**src/rtl/md_unit.sv**
```systemverilog
// md_unit: iterative RV32M multiply/divide unit with fixed 34-cycle latency
module md_unit #(
  parameter int XLEN = 32
) (
  input  logic            clk,
  input  logic            rst,
  input  logic            start,
  input  logic [2:0]      op,
  input  logic [XLEN-1:0] rs1_val,
  input  logic [XLEN-1:0] rs2_val,
  input  logic [4:0]      rd,
  output logic            busy,
  output logic            done,
  output logic [4:0]      wb_rd,
  output logic [XLEN-1:0] wb_data
);
  typedef enum logic [1:0] {IDLE, CALC, FIX, DONE} state_t;
  state_t            state;
  logic [2:0]        op_r;
  logic [XLEN-1:0]   am, bm;
  logic              neg_a, neg_p, bz;
  logic [2*XLEN-1:0] p, nxt, prod;
  logic [4:0]        cnt;
  logic              a_s, b_s;
  logic [XLEN-1:0]   a_mag, b_mag, quo, rem, res;
  logic [XLEN:0]     sum, sh, diff;
  assign busy = state != IDLE;
  // Operand signedness and magnitudes at issue time
  always_comb begin
    a_s   = rs1_val[XLEN-1] & (op == 3'd1 || op == 3'd2 || (op[2] && !op[0]));
    b_s   = rs2_val[XLEN-1] & (op == 3'd1 || (op[2] && !op[0]));
    a_mag = a_s ? -rs1_val : rs1_val;
    b_mag = b_s ? -rs2_val : rs2_val;
  end
  // One iteration: shift-add multiply (p = {acc, multiplier}) or restoring divide (p = {rem, quo})
  always_comb begin
    sum  = {1'b0, p[2*XLEN-1:XLEN]} + (p[0] ? {1'b0, am} : '0);
    sh   = p[2*XLEN-1:XLEN-1];
    diff = sh - {1'b0, bm};
    nxt  = !op_r[2] ? {sum, p[XLEN-1:1]} :
           diff[XLEN] ? {sh[XLEN-1:0], p[XLEN-2:0], 1'b0} : {diff[XLEN-1:0], p[XLEN-2:0], 1'b1};
  end
  // Sign correction and result selection used on the FIX edge
  always_comb begin
    prod = neg_p ? -p : p;
    quo  = bz ? '1 : (neg_p ? -p[XLEN-1:0] : p[XLEN-1:0]);
    rem  = neg_a ? -p[2*XLEN-1:XLEN] : p[2*XLEN-1:XLEN];
    res  = op_r == 3'd0 ? prod[XLEN-1:0] : !op_r[2] ? prod[2*XLEN-1:XLEN] : !op_r[1] ? quo : rem;
  end
  // Control FSM with registered done and write-back
  always_ff @(posedge clk) begin
    if (rst) begin
      state   <= IDLE;
      done    <= 1'b0;
      wb_data <= '0;
      wb_rd   <= '0;
      cnt     <= '0;
    end else begin
      case (state)
        IDLE: if (start) begin
          op_r  <= op;
          am    <= a_mag;
          bm    <= b_mag;
          neg_a <= a_s;
          neg_p <= a_s ^ b_s;
          bz    <= rs2_val == '0;
          wb_rd <= rd;
          cnt   <= '0;
          p     <= {{XLEN{1'b0}}, op[2] ? a_mag : b_mag};
          state <= CALC;
        end
        CALC: begin
          p     <= nxt;
          cnt   <= cnt + 5'd1;
          state <= cnt == 5'd31 ? FIX : CALC;
        end
        FIX: begin
          wb_data <= res;
          done    <= 1'b1;
          state   <= DONE;
        end
        DONE: begin
          done  <= 1'b0;
          state <= IDLE;
        end
      endcase
    end
  end
endmodule

```
**config.mk**
```make
export PLATFORM = sky130hd
export DESIGN_NAME = md_unit
export DESIGN_NICKNAME = d
export VERILOG_FILES = /design/src/rtl/md_unit.sv
export SDC_FILE = /design/constraint.sdc
export NUM_CORES = 1
export LEC_CHECK = 0
export BUFFER_PORTS_ARGS = -buffer_cell sky130_fd_sc_hd__clkbuf_2
export CORE_MARGIN = 8
export CORE_UTILIZATION = 50
export CTS_BUF_LIST = sky130_fd_sc_hd__clkbuf_8 sky130_fd_sc_hd__clkbuf_16
export CTS_CLUSTER_SIZE = 14
export DETAILED_ROUTE_END_ITERATION = 16
export PLACE_DENSITY = 0.73
export SLEW_MARGIN = 10
export SYNTH_ARGS = -nofsm -noshare
export SYNTH_HDL_FRONTEND = slang
export SYNTH_SLANG_ARGS = --single-unit
```
**constraint.sdc**
```tcl
create_clock -name clk -period 8.35 [get_ports clk]
set_clock_uncertainty 0.05 [all_clocks]
set_input_delay 1.2525 -clock clk [delete_from_list [all_inputs] [get_ports clk]]
set_output_delay 1.2525 -clock clk [all_outputs]
set_load 0.01 [all_outputs]
```
==> results.cfg <==
[place]
place_inst = 2155
place_ws_ns = 4.012
dp_hpwl_um = 38810
io_buffers = 113
gp_congestion = 0.9614
place_area_um2 = 15710

[synth]
yosys.area_share.simple_pct = 18.01
synthMuxAreaShare_pct = 5.182
ys_seq_area_share_pct = 33.11
syn-num-nets = 1875
synth_compound_area_share_pct = 22.38
synth_edf_count = 134
synth_cell_types = 81
ys_ff_latch = 179
syn_area_per_cell_um2 = 8.607
synth_cells = 1728
synth_xor_area_share_pct = 11.01
synth_top_family_by_area = compound AO/OA/AOI/OAI gates
netlist_area_um2 = 14870
synthFlopType = edfxtp_1
ys_async_sr_fraction_pct = 0
synth_fa_ha_area_share_pct = 6.158
yosys_warnings = 0

[layout]
final-instance-count-excl-fill = 2187
final_cell_area_um2 = 16290
mostFrequentLayoutCells = 164 x nand2_1, 134 x edfxtp_1, 128 x o21ai_0, 115 x a21oi_1, 113 x clkbuf_2
drive_gt1_share_pct = 11.35
finalCoreUtilization_pct = 55.25
nNetsFinal = 1931
antenna_cells = 0
fillers = 2728
final_common_cell = nand2_1
syn_to_final_growth_pct = 9.514

[floorplanning]
ios = 114
die_w_um = 188.5
rows = 63
start_util_pct = 50.45
core_um2 = 29480
die_y_um = 188.5
die_area_um2 = 35520

[timing]
worst_slew_pin_slew_ns = 1.189
setup_violations = 0
rsz0062_at_grt = false
tns_ns = 0
hold_viol_final = 0
layout_setup_ws_ns = 3.974
min_period_ns = 4.376
max_freq_mhz = 228.5
drv_slew = 0
whs_ns = 0.3934
fin_crit_sh_pct = 52.41
slew_headroom_pct = 20.70

[power_and_ir_drop]
ir_worst_vdd_v = 0.00008972
p_per_area_nw_per_um2 = 167.8
total_leakage_power_nw = 6.555
power_mw = 2.734

[detailed_routing]
vias_per_cell = 6.416
wl_per_cell_um = 23.12
drc = 0
drt_iter0_markers = 1678
drt_wl_total_um = 50560
ant_nets = 0
first_pass_iters = 6
dr_total_vias = 14030

[global_routing]
grt_usage_pct = 27.70
grt_pass1_vias = 13280
grt_overflow = 0
grt_pass1_wl_um = 77290
antenna_found_initial = 1
grt_max_degree = 71

[worst_setup_path]
reg2reg_depth = 13
cp-start-kind = register
cp_max_fo = 36
worstReg2RegStart = p[0]
end_kind = register
cp.required_ns = 8.49
worstSetupPathType = reg -> reg
arrival_ns = 4.51
startpoint = p[0]

[run]
maxCapViolCount = 0

[hold_path]
min_path_cells = 2
worstHoldStart = wb_data[16]
hold_class = reg -> reg

[clock_tree]
cts_sinks = 179
post_cts_buffers = 0
cts_tree = built
cts_buffer_depth = 2
cts_buffers = 17
htreeDepth = 4
cts_hold_buf = 0
path_clk_slew_ns = 0.08
clk_latency_ns = 0.45
clockRootBuffer = clkbuf_16
ctsResizeCount = 0

[outcome]
outcome = completed
[cells in the mapped netlist, types with 22 or more instances]
library cell	number	share of area (%)
edfxtp_1	134	27
inv_1	70	1.8
xor2_1	95	5.6
clkbuf_1	71	1.8
o21ai_0	128	4.3
o22ai_1	25	1.1
mux2_2	24	1.8
dfxtp_1	45	6.1
nand3_1	31	1.0
and2_1	38	1.6
nand2_1	164	4.1
a21o_1	37	1.9
a21oi_1	115	3.9
nor2_1	114	2.9
ha_1	70	5.9
xnor2_1	92	5.4
a221oi_1	22	1.3
nand2b_1	24	1.0
mux2i_1	50	3.4
nor3_1	46	1.5
[metal layers]
metal	GRT usage (%)	wire, um	vias up	share of wire [%]
met4	10.01	1686	2	3.3
met2	42.29	22250	736	44
met3	6.137	4950	110	9.8
li1	-	-	6496	-
met5	0	18	-	0.036
met1	37.95	21650	6687	43
[sequential cells by signal, indices dropped and copies added, names as in the netlist, 3 cells and up, named ones only]
name     flops
cnt          5
wb_data     32
am          32
op_r         3
wb_rd        5
bm          32
p           64
[critical path, cell delays in order, from the launching register on]
cell and delay (ns):
edfxtp_1 0.72, and2_1 0.31, ha_1 0.23, fa_1 0.43
a211oi_1 0.31, o21ai_0 0.24, a2111oi_0 0.47, buf_4 0.20
nor3_1 0.07, o41ai_1 0.57, nand2b_1 0.10, a21oi_1 0.18
xor2_1 0.16, a211oi_1 0.08
[area by class of cell]
cell class / count / area (um^2) / share of cell area [%]
inverter: 71 / 266.5 / 1.636
sequential: 179 / 4925 / 30.24
clock inverter: 15 / 157.7 / 0.9679
clock buffer: 17 / 425.4 / 2.612
timing repair buffer: 126 / 663.1 / 4.071
tap: 390 / 488.0 / 2.996
multi-input combinational: 1389 / 9363 / 57.48
[logic make-up (layout without fill, tap and decap cells)]
logic type      count (synthesis)  in the layout
compound gates                517            517
xor+xnor                      187            187
fa+ha+maj                      72             72
buf+inv                       160            229
flops                         179            179
mux                            74             74
simple gates                  539            539
[report_power, final]
group / total [mW] / internal [mW] / switching [mW]
Sequential: 1.12 / 1.03 / 0.0914
Clock: 0.823 / 0.445 / 0.379
Combinational: 0.788 / 0.302 / 0.486
[worst paths after layout]
path	slack (ns)	end
worst max-delay path	3.97	p[61]
worst min-delay path	0.39	wb_data[16]
worst max register to register	3.97	p[61]
worst min register to register	0.39	wb_data[16]
(Power assumes the default switching activity.)
